<file path="src/rtl/seq_digit_multiplier_if.sv">
// Operand/result bundle between the operand registers and the digit-serial multiplier.
// Latency: none; wires only.
// Backpressure: none; St is only looked at while Busy=0, and Done is a one-cycle pulse.
interface seq_digit_multiplier_if #(
  parameter int MULT_W  = 16,
  parameter int MCAND_W = 4
) ();
  logic                       St;
  logic [MULT_W-1:0]          Mult;
  logic [MCAND_W-1:0]         Mcand;
  logic                       Busy;
  logic                       Done;
  logic [MULT_W+MCAND_W-1:0]  product;

  // Requester drives start/operands and observes status/result.
  modport master (
    output St, Mult, Mcand,
    input  Busy, Done, product
  );

  // Multiplier side.
  modport slave (
    input  St, Mult, Mcand,
    output Busy, Done, product
  );
endinterface

</file>
<file path="src/rtl/seq_digit_multiplier.sv">
// Unsigned MULT_W x MCAND_W multiplier that retires one DIGIT_W-bit multiplier digit per clock.
// Latency: S run cycles (S=MULT_W/DIGIT_W, or fewer with EARLY_EXIT) plus one Done cycle.
// Backpressure: St is ignored while Busy; a start is accepted in IDLE or in the Done cycle.
module seq_digit_multiplier #(
  parameter int MULT_W     = 16,
  parameter int MCAND_W    = 4,
  parameter int DIGIT_W    = 4,
  parameter int EARLY_EXIT = 0
) (
  input  logic                  clock,
  input  logic                  reset,
  seq_digit_multiplier_if.slave bus
);

  localparam int PW    = MULT_W + MCAND_W;
  localparam int N     = (DIGIT_W > 0) ? (MULT_W / DIGIT_W) : 1;
  localparam int CNT_W = (N > 1) ? $clog2(N) : 1;

  // Reject digit sizes that do not tile the multiplier exactly.
  if (DIGIT_W < 1) begin : g_bad_digit
    $error("seq_digit_multiplier: DIGIT_W must be at least 1");
  end else if ((MULT_W % DIGIT_W) != 0) begin : g_bad_ratio
    $error("seq_digit_multiplier: MULT_W must be a multiple of DIGIT_W");
  end

  typedef enum logic [1:0] {
    ST_IDLE = 2'd0,
    ST_RUN  = 2'd1,
    ST_DONE = 2'd2
  } state_t;

  state_t              r_state;
  logic [PW-1:0]       r_acc;
  logic [PW-1:0]       r_mc_sh;
  logic [MULT_W-1:0]   r_mp_sh;
  logic [CNT_W-1:0]    r_cnt;
  logic                r_busy;
  logic                r_done;
  logic [PW-1:0]       r_product;

  logic [DIGIT_W-1:0]  w_digit;
  logic [PW-1:0]       w_partial;
  logic [PW-1:0]       w_acc_nxt;
  logic [MULT_W-1:0]   w_mp_nxt;
  logic                w_last;

  // One merged add+shift step: the multiplicand is pre-shifted to the current digit's weight,
  // so the partial product lands directly in the accumulator without a result shift.
  always_comb begin
    w_digit   = r_mp_sh[DIGIT_W-1:0];
    w_partial = r_mc_sh * PW'(w_digit);
    w_acc_nxt = r_acc + w_partial;
    w_mp_nxt  = r_mp_sh >> DIGIT_W;
    w_last    = (r_cnt == CNT_W'(N - 1)) ||
                ((EARLY_EXIT != 0) && (w_mp_nxt == '0));
  end

  // Control FSM and datapath registers; Busy/Done/product are registered here.
  always_ff @(posedge clock) begin
    if (reset) begin
      r_state   <= ST_IDLE;
      r_acc     <= '0;
      r_mc_sh   <= '0;
      r_mp_sh   <= '0;
      r_cnt     <= '0;
      r_busy    <= 1'b0;
      r_done    <= 1'b0;
      r_product <= '0;
    end else begin
      case (r_state)
        ST_IDLE, ST_DONE: begin
          r_done <= 1'b0;
          if (bus.St) begin
            r_mc_sh <= {{MULT_W{1'b0}}, bus.Mcand};
            r_mp_sh <= bus.Mult;
            r_acc   <= '0;
            r_cnt   <= '0;
            r_busy  <= 1'b1;
            r_state <= ST_RUN;
          end else begin
            r_busy  <= 1'b0;
            r_state <= ST_IDLE;
          end
        end
        ST_RUN: begin
          r_acc   <= w_acc_nxt;
          r_mc_sh <= r_mc_sh << DIGIT_W;
          r_mp_sh <= w_mp_nxt;
          r_cnt   <= r_cnt + 1'b1;
          if (w_last) begin
            r_product <= w_acc_nxt;
            r_busy    <= 1'b0;
            r_done    <= 1'b1;
            r_state   <= ST_DONE;
          end
        end
        default: begin
          r_busy  <= 1'b0;
          r_done  <= 1'b0;
          r_state <= ST_IDLE;
        end
      endcase
    end
  end

  assign bus.Busy    = r_busy;
  assign bus.Done    = r_done;
  assign bus.product = r_product;

endmodule

</file>
<file path="src/flat_wrapper.sv">
// flat-port wrapper written by rule: the top's interface ports become plain ports
module seq_digit_multiplier_flat 
#(
  parameter int MULT_W     = 16,
  parameter int MCAND_W    = 4,
  parameter int DIGIT_W    = 4,
  parameter int EARLY_EXIT = 0
)
  (clock, reset, bus_St, bus_Mult, bus_Mcand, bus_Busy, bus_Done, bus_product);
  seq_digit_multiplier_if #(.MULT_W(MULT_W), .MCAND_W(MCAND_W)) bus_i ();
  input  logic clock;
  input  logic reset;
  input wire logic [$bits(bus_i.St)-1:0] bus_St;
  input wire logic [$bits(bus_i.Mult)-1:0] bus_Mult;
  input wire logic [$bits(bus_i.Mcand)-1:0] bus_Mcand;
  output wire logic [$bits(bus_i.Busy)-1:0] bus_Busy;
  output wire logic [$bits(bus_i.Done)-1:0] bus_Done;
  output wire logic [$bits(bus_i.product)-1:0] bus_product;
  assign bus_i.St = bus_St;
  assign bus_i.Mult = bus_Mult;
  assign bus_i.Mcand = bus_Mcand;
  assign bus_Busy = bus_i.Busy;
  assign bus_Done = bus_i.Done;
  assign bus_product = bus_i.product;
  seq_digit_multiplier #(.MULT_W(MULT_W), .MCAND_W(MCAND_W), .DIGIT_W(DIGIT_W), .EARLY_EXIT(EARLY_EXIT)) u_core (.clock(clock), .reset(reset), .bus(bus_i));
endmodule
</file>
<file path="config.mk">
export PLATFORM = sky130hd
export DESIGN_NAME = seq_digit_multiplier_flat
export DESIGN_NICKNAME = d
export VERILOG_FILES = /design/src/rtl/seq_digit_multiplier_if.sv /design/src/rtl/seq_digit_multiplier.sv /design/src/flat_wrapper.sv
export SDC_FILE = /design/constraint.sdc
export NUM_CORES = 1
export LEC_CHECK = 0
export BUFFER_PORTS_ARGS = -buffer_cell sky130_fd_sc_hd__buf_4
export CAP_MARGIN = 20
export CORE_MARGIN = 5
export CORE_UTILIZATION = 61
export CTS_BUF_LIST = sky130_fd_sc_hd__clkbuf_16
export DETAILED_ROUTE_END_ITERATION = 10
export PLACE_DENSITY = 0.81
export REMOVE_ABC_BUFFERS = 1
export SETUP_SLACK_MARGIN = 0.3
export SYNTH_ARGS = -nofsm -noshare
export SYNTH_HDL_FRONTEND = slang
export SYNTH_SLANG_ARGS = --single-unit
</file>
<file path="constraint.sdc">
create_clock -name clock -period 7.2 [get_ports clock]
set_input_delay 1.44 -clock clock [delete_from_list [all_inputs] [get_ports clock]]
set_output_delay 1.44 -clock clock [all_outputs]
set_load 0.01 [all_outputs]
</file>
## After elaboration in Yosys (flattened, before gate mapping)

Index checks and enable logic that the tools add are counted.

| cells by class | value |
|---|---|
| equal/unequal tests | 5 |
| reductions and logical operators | 6 |
| $add $sub $neg | 2 |
| muxes and demuxes | 14 |
| $mul | 1 |
| bitwise gates (word level) | 1 |

Operators by type and width:

| cell | count |
|---|---|
| 20-bit case mux with 2 select lines | 2 |
| 20-bit 2-to-1 mux | 2 |
| 16-bit case mux with 2 select lines | 1 |
| 20-bit adder | 1 |
| 20-bit by 4-bit multiplier with 20-bit output | 1 |
| 16-bit 2-to-1 mux | 1 |
| 2-bit case mux with 2 select lines | 2 |
| 2-bit == test, second input constant | 2 |
| 2-bit 2-to-1 mux | 2 |
| 2-bit AND reduction | 2 |
| 2-bit OR reduction | 2 |
| 1-bit 2-to-1 mux | 3 |
| 2-bit by 1-bit adder with 2-bit output, second input constant | 1 |
| 2-bit by 1-bit == test with 1-bit output, second input constant | 1 |
| 2-bit zero test | 1 |
| 2-bit by 1-bit != test with 1-bit output, second input constant | 1 |
| 2-bit != test, second input constant | 1 |
| 1-bit case mux with 2 select lines | 1 |
| 2-bit nonzero test | 1 |
| 1-bit NOT | 1 |

| storage, ports and cells | value |
|---|---|
| register bits after elaboration | 82 |
| logic and storage cells | 37 |

## Longest topological paths before layout

Gate-level depths: netlist (run 1).

| logic depth | value |
|---|---|
| word-level depth | 4 |
| gate-level depth with buffers | 17 |
| mapped depth without buffers | 15 |

## Worst setup path before layout (run 1)

Ideal clock, no wire load.

| path | value |
|---|---|
| path type | flip-flop to flip-flop |
| start | register u_core.r_mp_sh[1] |
| end | register u_core.r_product[19], in the netlist u_core.bus.product[19] |
| stages on the path, launching flop included | 17 |
| arrival | 4.172 ns |
| buffers on the path | 2 |
| clock period less this slack | 4.251 ns |
| data required time | 7.121 ns |
| setup slack | 2.949 ns |
| cells stage by stage | dfxtp_1 > clkbuf_1 > clkbuf_1 > and2_1 > fa_1 > fa_1 > inv_1 > fa_1 > inv_1 > ha_1 > a21oi_1 > o21ai_1 > nor2b_1 > or4_1 > a31oi_1 > xnor2_1 > a211oi_2 |

| between the ends | value |
|---|---|
| cells in the longest elaborated chain, start to end | 2 |

Ends and longest elaborated chain:

| item | line | text |
|---|---|---|
| start, declared | seq_digit_multiplier.sv:35 | `logic [MULT_W-1:0] r_mp_sh;` |
| start signal, assigned | seq_digit_multiplier.sv:75 | `r_mp_sh <= bus.Mult;` |
| start signal, assigned | seq_digit_multiplier.sv:88 | `r_mp_sh <= w_mp_nxt;` |
| 20-bit by 4-bit multiplier with 20-bit output | seq_digit_multiplier.sv:51 | `w_partial = r_mc_sh * PW'(w_digit);` |
| 20-bit adder | seq_digit_multiplier.sv:52 | `w_acc_nxt = r_acc + w_partial;` |
| end signal, assigned | seq_digit_multiplier.sv:91 | `r_product <= w_acc_nxt;` |
| end, declared | seq_digit_multiplier.sv:39 | `logic [PW-1:0] r_product;` |

No other way between the ends.
A chain may end at the register's enable or synchronous reset.

## Final worst setup path (run 1)

Same ends and word-level chain as after synthesis.

==> impl_metrics.env, run 1 <==
export IMPL_cp_buffers_inverters=2
export IMPL_cts_made_buffers=9
export IMPL_internal_power_uw=735
export IMPL_p_leak_uw=0.00280
export IMPL_max_cap_violations=0
export IMPL_clockRootBuffer="clkbuf_16"
export IMPL_htreeDepth=3
export IMPL_cellPowerDensity_mw_per_mm2=164
export IMPL_start_kind="flop"
export IMPL_synth_seq_area_share_pct=29.9
export IMPL_hold_path_class="reg2reg"
export IMPL_setup_tns_ps=0
export IMPL_io_pins=45
export IMPL_ys_ff_latch=81
export IMPL_period_needed_ps=4560
export IMPL_nets=740
export IMPL_routed_wl_um=11700
export IMPL_clkSinkCount=81
export IMPL_antennaDiodeCount=0
export IMPL_ir_worst_vdd_mv=0.159
export IMPL_fillCellCount=673
export IMPL_hpwl_um=8620
export IMPL_clk_latency_ps=340
export IMPL_synth_avg_cell_area_um2=8.85
export IMPL_post_route_period_util_pct=63.4
export IMPL_rows=34
export IMPL_vias=4279
export IMPL_start_util_pct=62.3
export IMPL_worstMarginPinSlew_ps=1120
export IMPL_layout_setup_ws_ps=2640
export IMPL_drv_slew=0
export IMPL_drc=0
export IMPL_grt_overflow=0
export IMPL_final_cell_mix="inv_1, dfxtp_1, and2_1"
export IMPL_min_to="u_core.bus.product[15]"
export IMPL_drtAntennaViolNets=0
export IMPL_die_h_um=104
export IMPL_syn2layout_area_growth_pct=12.5
export IMPL_grt_pass1_wl_um=21100
export IMPL_synth_flop_cell="dfxtp_1"
export IMPL_seq_power_share_pct=47.6
export IMPL_core_area_mm2=0.00872
export IMPL_drive_gt1_share_pct=10.8
export IMPL_post_cts_buffers=0
export IMPL_yosysUniqueCellTypes=37
export IMPL_max_stage_delay_ps=680
export IMPL_swShare_pct=26.9
export IMPL_drt_iter0_markers=191
export IMPL_synthArstFlopShare_pct=0
export IMPL_rr_worst_depth=14
export IMPL_slowest_stage="dfxtp_1"
export IMPL_cp_common_cell="fa_1"
export IMPL_gp_congestion=0.953
export IMPL_clkPwrFrac_pct=43.8
export IMPL_die_area_mm2=0.0109
export IMPL_cp_arrival_ps=4750
export IMPL_path_max_fanout=20
export IMPL_die_w_um=104
export IMPL_max_freq_mhz=219
export IMPL_syn_inst=614
export IMPL_r2r_start="u_core.r_mp_sh[1]"
export IMPL_power_uw=1000
export IMPL_status="complete, no violations"
export IMPL_rsz0062_at_grt="false"
export IMPL_portBuffers=44
export IMPL_dp_slack_ps=2660
export IMPL_critical_path_top_delay_family="adder cells"
export IMPL_wl_per_cell_um=15.5
export IMPL_clock_skew_ps=9.95
export IMPL_setup_viol=0
export IMPL_crit_type="reg2reg"
export IMPL_min_from="u_core.bus.product[15]"
export IMPL_clkTransAtPathRegs_ps=70
export IMPL_cp_required_ps=7390
export IMPL_synth_edff_count=0
export IMPL_cp_end_kind="flop"
export IMPL_r2r_end="u_core.bus.product[19]"
export IMPL_cts_hold_buffers_added=0
export IMPL_ys_warn_count=0
export IMPL_slew_headroom_pct=25.2
export IMPL_r2r_setup_slack_ps=2640
export IMPL_antenna_found_initial=0
export IMPL_first_pass_iters=6
export IMPL_cts_resized=0
export IMPL_via_per_inst=5.66
export IMPL_hold_depth=2
export IMPL_syn_area_mm2=0.00543
export IMPL_timing_final_hold_violations=0
export IMPL_crit_cells=14
export IMPL_grt_pass1_vias=4562
export IMPL_p_comb_share_pct=8.6
export IMPL_tritoncts="done"
export IMPL_grt_max_degree=57
export IMPL_switchingPower_uw=270
export IMPL_track_usage_pct=23.2
export IMPL_cts_buffer_depth=2
export IMPL_final_common_cell="inv_1"
export IMPL_cp_cell_sequence="and2_1 -> fa_1 -> fa_1 -> inv_1 -> fa_1 -> inv_1 -> ha_1 -> a21o_1 -> a21oi_4 -> a211oi_2 -> or4_1 -> a31oi_1 -> xnor2_1 -> a211oi_2"
[tightest hold or removal path, stage by stage, from the launching register on]
cell and delay [ps]:
dfxtp_1 310, nand2_1 50, a21oi_1 50
[area by class of cell]
class,count,area [µm²],area share [%]
well taps,108,135,2.21
repair buffers,48,364,5.96
inverters,85,319,5.22
clock buffers,9,225,3.69
flip-flops and latches,81,1620,26.5
clock inverters,7,58.8,0.963
multi-input cells,418,3390,55.4
[worst max path at each step]
stage                            startpoint                endpoint  slack [ps]
after floorplan           u_core.r_mp_sh[2]  u_core.bus.product[19]        3110
after global placement    u_core.r_mp_sh[2]  u_core.bus.product[19]        2800
after detailed placement  u_core.r_mp_sh[1]  u_core.bus.product[19]        2660
after CTS                 u_core.r_mp_sh[1]  u_core.bus.product[19]        2660
after global routing      u_core.r_mp_sh[1]        u_core.r_acc[19]        2320
final                     u_core.r_mp_sh[1]  u_core.bus.product[19]        2640
[cells by family after synthesis]
family / synth area share, %
AOI/OAI and AO/OA: 14.9
xor gates and xnor gates: 3.87
adders and majority gates: 24.0
buffers and inverters: 7.95
DFF: 29.9
muxes: 2.21
and+or+nand+nor: 17.3
[power by group through the flow]
stage	logic [µW]	registers [µW]	clock network [µW]
finish	86.8	478	440
global route	97.2	481	469
CTS	87.1	478	449
detailed placement	86.0	488	0
global placement	82.0	487	0
floorplan	52.7	481	0
[state kept, by name, summed over array words and instances (netlist names)]
name and flops:
u_core.bus.Busy 1, u_core.r_state 1, u_core.r_cnt 2, u_core.r_mp_sh 16, u_core.bus.Done 1, u_core.r_mc_sh 20
u_core.r_acc 20, u_core.bus.product 20
[Yosys cell counts (2+ instances only)]
cell       n  area share, %
nand2b_1   2           0.23
buf_1      3           0.21
nand4_1    2           0.23
inv_1     85            5.9
ha_1      24            5.5
clkbuf_1  27            1.9
nor2_1    47            3.2
o41ai_1    2           0.32
a22oi_1   14            1.9
and2_1    64            7.4
fa_1      50             18
a211o_1    2           0.32
nor2b_1    6           0.69
dfxtp_1   81             30
nand3_1    3           0.28
nand2_1   60            4.1
mux2i_1   12            2.2
a211oi_1  14            1.9
a21o_1     6           0.83
nor3_1     3           0.28
a22o_1    26            4.2
a21oi_1   31            2.9
a211oi_2   2           0.46
or4_1      2           0.28
xor2_1     7            1.1
o21ai_0   12            1.1
xnor2_1   17            2.7
[stage by stage]
| step | area (µm²) | utilization, % | hold WS [ps] | instances |
|---|---|---|---|---|
| after floorplan | 5320 | - | 425 | 584 |
| after global placement | 5810 | 66.7 | 436 | 739 |
| after detailed placement | 5830 | 66.8 | 445 | 740 |
| after CTS | 6110 | 70.1 | 456 | 756 |
| after global routing | 6110 | 70.1 | 473 | 756 |
| final | 6110 | 70.1 | 452 | 756 |
[per-layer routing]
metal / vias up / share of wire [%] / wire length [µm] / global-route usage, %
met4: 0 / 2.7 / 312 / 7.77
li1: 2053 / - / - / -
met5: - / 0 / 0 / 0
met1: 2086 / 42 / 4870 / 29.0
met3: 30 / 4.0 / 468 / 3.72
met2: 110 / 52 / 6050 / 40.4
(Power assumes the default switching activity.)
==> inputs of run 2 (changes only) <==
--- a/config.mk
+++ b/config.mk
@@ -5,13 +5,14 @@
 export SDC_FILE = /design/constraint.sdc
 export NUM_CORES = 1
 export LEC_CHECK = 0
+export ABC_AREA = 1
 export BUFFER_PORTS_ARGS = -buffer_cell sky130_fd_sc_hd__buf_4
 export CAP_MARGIN = 20
 export CORE_MARGIN = 5
-export CORE_UTILIZATION = 61
+export CORE_UTILIZATION = 56
 export CTS_BUF_LIST = sky130_fd_sc_hd__clkbuf_16
 export DETAILED_ROUTE_END_ITERATION = 10
-export PLACE_DENSITY = 0.81
+export PLACE_DENSITY = 0.78
 export REMOVE_ABC_BUFFERS = 1
 export SETUP_SLACK_MARGIN = 0.3
 export SYNTH_ARGS = -nofsm -noshare
==> constraint.sdc (replaced) <==
create_clock -name clock -period 3.7 [get_ports clock]
set_input_delay 0.74 -clock clock [delete_from_list [all_inputs] [get_ports clock]]
set_output_delay 0.74 -clock clock [all_outputs]
set_load 0.01 [all_outputs]
==> run 2 against run 1 <==
Against the previous run: the flow now finishes with violations (negative setup slack); clock power is 120% higher; register-to-register slack worse by 2800 ps; via count is 42% higher; maximum frequency is 19% higher; count of clock-buffer cells in the layout stayed put; die area is 21% higher; combinational power grew to 4.0 times the previous value; clock skew hardly changed; critical endpoint is now u_core.bus.product[16]; highest routed layer unchanged.
==> impl_metrics.env, run 2 <==
export IMPL_busiest_layer="met2"
export IMPL_core_area_mm2=0.0108
export IMPL_slowest_stage="fa_1"
export IMPL_tritoncts="done"
export IMPL_hold_slack_ps=461
export IMPL_nets=1060
export IMPL_syn_area_mm2=0.00615
export IMPL_netlist_top_cells_count="nand2_1, inv_1, dfxtp_1, a21oi_1, fa_1"
export IMPL_synth_top_area_cell="dfxtp_1"
export IMPL_setup_tns_ps=-1250
export IMPL_portBuffers=44
export IMPL_cp_required_ps=3960
export IMPL_clkTransAtPathRegs_ps=70
export IMPL_hold_depth=2
export IMPL_antennaDiodeCount=0
export IMPL_grt_pass1_vias=5499
export IMPL_drv_slew=0
export IMPL_gp_congestion=0.914
export IMPL_ys_ff_latch=81
export IMPL_clkSinkCount=81
export IMPL_start_kind="flop"
export IMPL_cp_common_cell="nand2_1"
export IMPL_status="finished with violations"
export IMPL_hold_path_class="reg2reg"
export IMPL_rsz0062_at_grt="true"
export IMPL_io_pins=45
export IMPL_antenna_found_initial=0
export IMPL_layout_setup_ws_ps=-142
export IMPL_use_met2_pct=40.4
export IMPL_yosysTopAreaCellShare_pct=26.4
export IMPL_final_cell_mix="nand2_1, inv_1, buf_4"
export IMPL_grt_util_met1_pct=32.4
export IMPL_crit_cells=20
export IMPL_synth_seq_area_share_pct=26.4
export IMPL_vias=6074
export IMPL_drt_iter0_markers=533
export IMPL_period_needed_ps=3840
export IMPL_clock_skew_ps=10.1
export IMPL_drive_gt1_share_pct=26.2
export IMPL_htreeDepth=3
export IMPL_ys_top_cells_by_area="dfxtp_1, nand2_1, fa_1"
export IMPL_path_max_fanout=5
export IMPL_via_per_inst=5.48
export IMPL_start_util_pct=57.0
export IMPL_ys_warn_count=0
export IMPL_timing_final_hold_violations=0
export IMPL_syn_inst=898
export IMPL_cp_arrival_ps=4100
export IMPL_fin_util_pct=73.1
export IMPL_drc=0
export IMPL_yosysMostFrequentCell="nand2_1"
export IMPL_synthArstFlopShare_pct=0
export IMPL_synth_edff_count=0
export IMPL_setup_viol=16
export IMPL_register_area_mm2=0.00163
export IMPL_failed_checks="negative setup slack"
export IMPL_clockRootBuffer="clkbuf_16"
export IMPL_wl_per_cell_um=16.4
export IMPL_cp_end_kind="flop"
export IMPL_grt_max_degree=51
export IMPL_syn2layout_area_growth_pct=28.2
export IMPL_max_cap_violations=0
export IMPL_grt_pass1_wl_um=26000
export IMPL_die_area_mm2=0.0132
export IMPL_synth_avg_cell_area_um2=6.85
export IMPL_worstMarginPinSlew_ps=836
export IMPL_cts_hold_buffers_added=0
export IMPL_drtAntennaViolNets=0
export IMPL_max_stage_delay_ps=590
export IMPL_track_usage_pct=24.8
export IMPL_cts_made_buffers=9
export IMPL_grtUsageMet3_pct=3.47
export IMPL_slew_headroom_pct=44.2
export IMPL_max_freq_mhz=260
export IMPL_rows=38
export IMPL_yosysUniqueCellTypes=35
export IMPL_rr_worst_depth=20
export IMPL_final_common_cell="nand2_1"
export IMPL_die_h_um=115
export IMPL_fillCellCount=776
export IMPL_synth_flop_cell="dfxtp_1"
export IMPL_first_pass_iters=7
export IMPL_grt_overflow=0
export IMPL_die_w_um=115
export IMPL_ir_worst_vdd_mv=0.328
export IMPL_clk_latency_ps=360
export IMPL_cts_buffer_depth=2
export IMPL_multi_input_area_mm2=0.00424
export IMPL_post_route_period_util_pct=104
export IMPL_p_leak_uw=0.00412
export IMPL_crit_type="reg2reg"
export IMPL_cellPowerDensity_mw_per_mm2=288
export IMPL_critical_path_top_delay_family="adder cells"
export IMPL_hpwl_um=10000
export IMPL_routed_wl_um=18200
export IMPL_cp_cell_sequence="buf_12 -> nand2_1 -> inv_2 -> fa_1 -> fa_1 -> inv_1 -> fa_1 -> inv_2 -> ha_4 -> nand2_4 -> nor2_2 -> nand2_1 -> nand2_1 -> buf_4 -> nand3_4 -> nand2_2 -> nand2_2 -> nand2_1 -> a21o_1 -> inv_1"
export IMPL_cp_buffers_inverters=6
==> run 2: final timing paths <==
check	startpoint	end	slack (ps)
worst max register to register	u_core.r_mp_sh[1]	u_core.bus.product[16]	-140
worst min-delay path	u_core.r_mp_sh[12]	u_core.r_mp_sh[12]	460
worst max-delay path	u_core.r_mp_sh[1]	u_core.bus.product[16]	-140
worst min register to register	u_core.r_mp_sh[12]	u_core.r_mp_sh[12]	460
==> run 2: metal layers <==
metal | vias to the layer above | routed length (µm)
met1 | 2823 | 6960
li1 | 2835 | -
met3 | 102 | 1340
met4 | 0 | 1100
met2 | 314 | 8810
met5 | - | 0
==> run 2: per-stage QoR <==
stage | worst slack [ps] | area [µm²] | std cells | total power, µW
finish | -142 | 7890 | 1108 | 2270
CTS | 107 | 7360 | 1092 | 2220
detailed placement | -64.6 | 6670 | 1065 | 1220
floorplan | 90.7 | 6010 | 866 | 1090
global placement | -38.3 | 6670 | 1065 | 1210
global route | -274 | 7890 | 1108 | 2350
==> run 2: kinds of logic (layout without fill, tap and decap cells) <==
family / after synthesis / count (layout) / share of synthesized area, %
buffers and inverters: 235 / 305 / 14.7
and+or+nand+nor: 382 / 382 / 26.0
adders and majority gates: 74 / 74 / 21.2
AOI/OAI and AO/OA: 121 / 121 / 11.1
DFF: 81 / 81 / 26.4
xor gates and xnor gates: 5 / 5 / 0.712
==> run 2: timing repair <==
item	in CTS	in global routing
resized for setup	54	101
pin swaps	29	53
buffers inserted	11	13
cloned	0	3
setup endpoints to repair	28	31
==> run 2: worst min-delay path: stages, from the launching register on <==
cell	delay, ps
dfxtp_1	310
nand2_1	60
a21oi_1	50
==> run 2: where the power goes <==
group | switching (µW) | internal, µW
clock | 437 | 546
combinational | 207 | 141
sequential | 34.8 | 904
==> run 2: area by class of cell <==
cell class | instances | area share (%)
Multi-Input combinational cell | 582 | 53.7
Sequential cell | 81 | 20.7
Inverter | 203 | 9.69
Timing Repair Buffer | 86 | 9.63
Clock buffer | 9 | 2.86
Tap cell | 140 | 2.22
Clock inverter | 7 | 1.17
==> inputs of run 3 (changes only) <==
--- a/config.mk
+++ b/config.mk
@@ -5,14 +5,14 @@
 export SDC_FILE = /design/constraint.sdc
 export NUM_CORES = 1
 export LEC_CHECK = 0
-export ABC_AREA = 1
+export ABC_AREA = 0
 export BUFFER_PORTS_ARGS = -buffer_cell sky130_fd_sc_hd__buf_4
 export CAP_MARGIN = 20
 export CORE_MARGIN = 5
-export CORE_UTILIZATION = 56
+export CORE_UTILIZATION = 55
 export CTS_BUF_LIST = sky130_fd_sc_hd__clkbuf_16
 export DETAILED_ROUTE_END_ITERATION = 10
-export PLACE_DENSITY = 0.78
+export PLACE_DENSITY = 0.77
 export REMOVE_ABC_BUFFERS = 1
 export SETUP_SLACK_MARGIN = 0.3
 export SYNTH_ARGS = -nofsm -noshare
==> run 3 against run 2 <==
Against the previous run: the flow still finishes with violations (negative setup slack); sequential power shrank 1%; setup slack worse by 550 ps; first-iteration DRC count shrank 35%; clock power decreased by 8.6%; critical path type unchanged; largest power group is now sequential cells.
==> impl_metrics.env, run 3 (synthesis results as in run 1) <==
export IMPL_drc=0
export IMPL_cp_common_cell="fa_1"
export IMPL_cp_arrival_ps=4610
export IMPL_first_pass_iters=5
export IMPL_io_pins=45
export IMPL_grt_max_degree=57
export IMPL_cts_made_buffers=9
export IMPL_portBuffers=44
export IMPL_start_util_pct=56.1
export IMPL_layout_setup_ws_ps=-696
export IMPL_nets=838
export IMPL_cp_end_kind="flop"
export IMPL_timing_final_hold_violations=0
export IMPL_ir_worst_vdd_mv=0.428
export IMPL_clkSinkCount=81
export IMPL_cts_hold_buffers_added=0
export IMPL_syn2layout_area_growth_pct=39.9
export IMPL_antenna_found_initial=0
export IMPL_hold_path_class="reg2reg"
export IMPL_tritoncts="done"
export IMPL_grt_overflow=0
export IMPL_core_area_mm2=0.00968
export IMPL_slew_headroom_pct=34.9
export IMPL_clock_skew_ps=11.4
export IMPL_antennaDiodeCount=0
export IMPL_htreeDepth=3
export IMPL_vias=5072
export IMPL_die_h_um=109
export IMPL_post_route_period_util_pct=119
export IMPL_cp_required_ps=3910
export IMPL_period_needed_ps=4400
export IMPL_dp_slack_ps=-552
export IMPL_fin_util_pct=78.4
export IMPL_critical_path_top_delay_family="adder cells"
export IMPL_cp_cell_sequence="buf_6 -> and2_4 -> fa_1 -> fa_1 -> inv_2 -> fa_1 -> inv_2 -> ha_4 -> nand4_1 -> a21oi_1 -> nor2_1 -> xor2_1 -> o21ai_0 -> nor2b_1"
export IMPL_drive_gt1_share_pct=37.5
export IMPL_hold_slack_ps=454
export IMPL_max_freq_mhz=227
export IMPL_path_max_fanout=7
export IMPL_drt_iter0_markers=344
export IMPL_final_cell_mix="buf_4, inv_1, dfxtp_1"
export IMPL_rsz0062_at_grt="true"
export IMPL_drv_slew=0
export IMPL_fillCellCount=597
export IMPL_clockRootBuffer="clkbuf_16"
export IMPL_cp_buffers_inverters=3
export IMPL_clkTransAtPathRegs_ps=70
export IMPL_max_stage_delay_ps=550
export IMPL_die_w_um=109
export IMPL_setup_viol=25
export IMPL_gp_congestion=0.883
export IMPL_cts_buffer_depth=2
export IMPL_rows=36
export IMPL_status="finished with violations"
export IMPL_cellPowerDensity_mw_per_mm2=275
export IMPL_hpwl_um=9340
export IMPL_clk_latency_ps=350
export IMPL_p_leak_uw=0.00345
export IMPL_failed_checks="negative setup slack"
export IMPL_drtAntennaViolNets=0
export IMPL_slowest_stage="fa_1"
export IMPL_grt_pass1_vias=5362
export IMPL_via_per_inst=5.77
export IMPL_final_common_cell="buf_4"
export IMPL_crit_type="reg2reg"
export IMPL_routed_wl_um=18200
export IMPL_max_cap_violations=0
export IMPL_grt_pass1_wl_um=25100
export IMPL_wl_per_cell_um=20.8
export IMPL_worstMarginPinSlew_ps=977
export IMPL_track_usage_pct=27.2
export IMPL_die_area_mm2=0.0120
export IMPL_start_kind="flop"
## run 3: area by class of cell
| type | instances | area, µm² | share of cell area (%) |
|---|---|---|---|
| clock buffer | 9 | 225 | 2.96 |
| clock inverter | 7 | 63.8 | 0.840 |
| inverter | 85 | 319 | 4.20 |
| multi-input combinational | 418 | 4000 | 52.6 |
| sequential | 81 | 1640 | 21.6 |
| tap | 133 | 166 | 2.19 |
| timing repair buffer | 146 | 1180 | 15.6 |
## run 3: power breakdown
group | internal (µW) | leakage (µW) | switching [µW]
sequential | 896 | 0.000662 | 29.3
clock | 517 | 0.000148 | 381
combinational | 120 | 0.00264 | 145
## run 3: what timing repair did
item | 4_1_cts | 5_1_grt
setup buffers | 16 | 9
setup endpoints to repair | 32 | 32
gates resized for setup | 105 | 69
gates cloned | 0 | 0
pin swaps | 66 | 45
## run 3: final timing paths
kind                      from                     end  slack, ps  cells past startpoint
min           u_core.r_acc[16]        u_core.r_acc[16]        450                      2
min reg2reg   u_core.r_acc[16]        u_core.r_acc[16]        450                      2
max reg2reg  u_core.r_mp_sh[1]  u_core.bus.product[11]       -700                     14
max          u_core.r_mp_sh[1]  u_core.bus.product[11]       -700                     14
## run 3: stage by stage
step / cell area (µm²) / TNS [ps] / cells / power (µW)
6_report: 7600 / -10140 / 879 / 2090
5_1_grt: 7600 / -12660 / 879 / 2160
4_1_cts: 7240 / -2400 / 870 / 2050
3_5_place_dp: 6400 / -9510 / 838 / 1150
3_3_place_gp: 6400 / -6970 / 838 / 1140
2_1_floorplan: 5320 / -2270 / 584 / 1040
## run 3: routing by layer
metal	vias up	wire (µm)	part of all wire (%)	GRT usage [%]
li1	2241	-	-	-
met5	-	0	0	0
met1	2442	6260	34	30.0
met4	0	1440	7.9	13.4
met2	262	9390	51	50.0
met3	127	1150	6.3	4.99
## run 3: tightest hold or removal path, cell delays in order (launching register included)
cell     delay, ps
dfxtp_1        310
nand2_1         50
o21ai_1         50
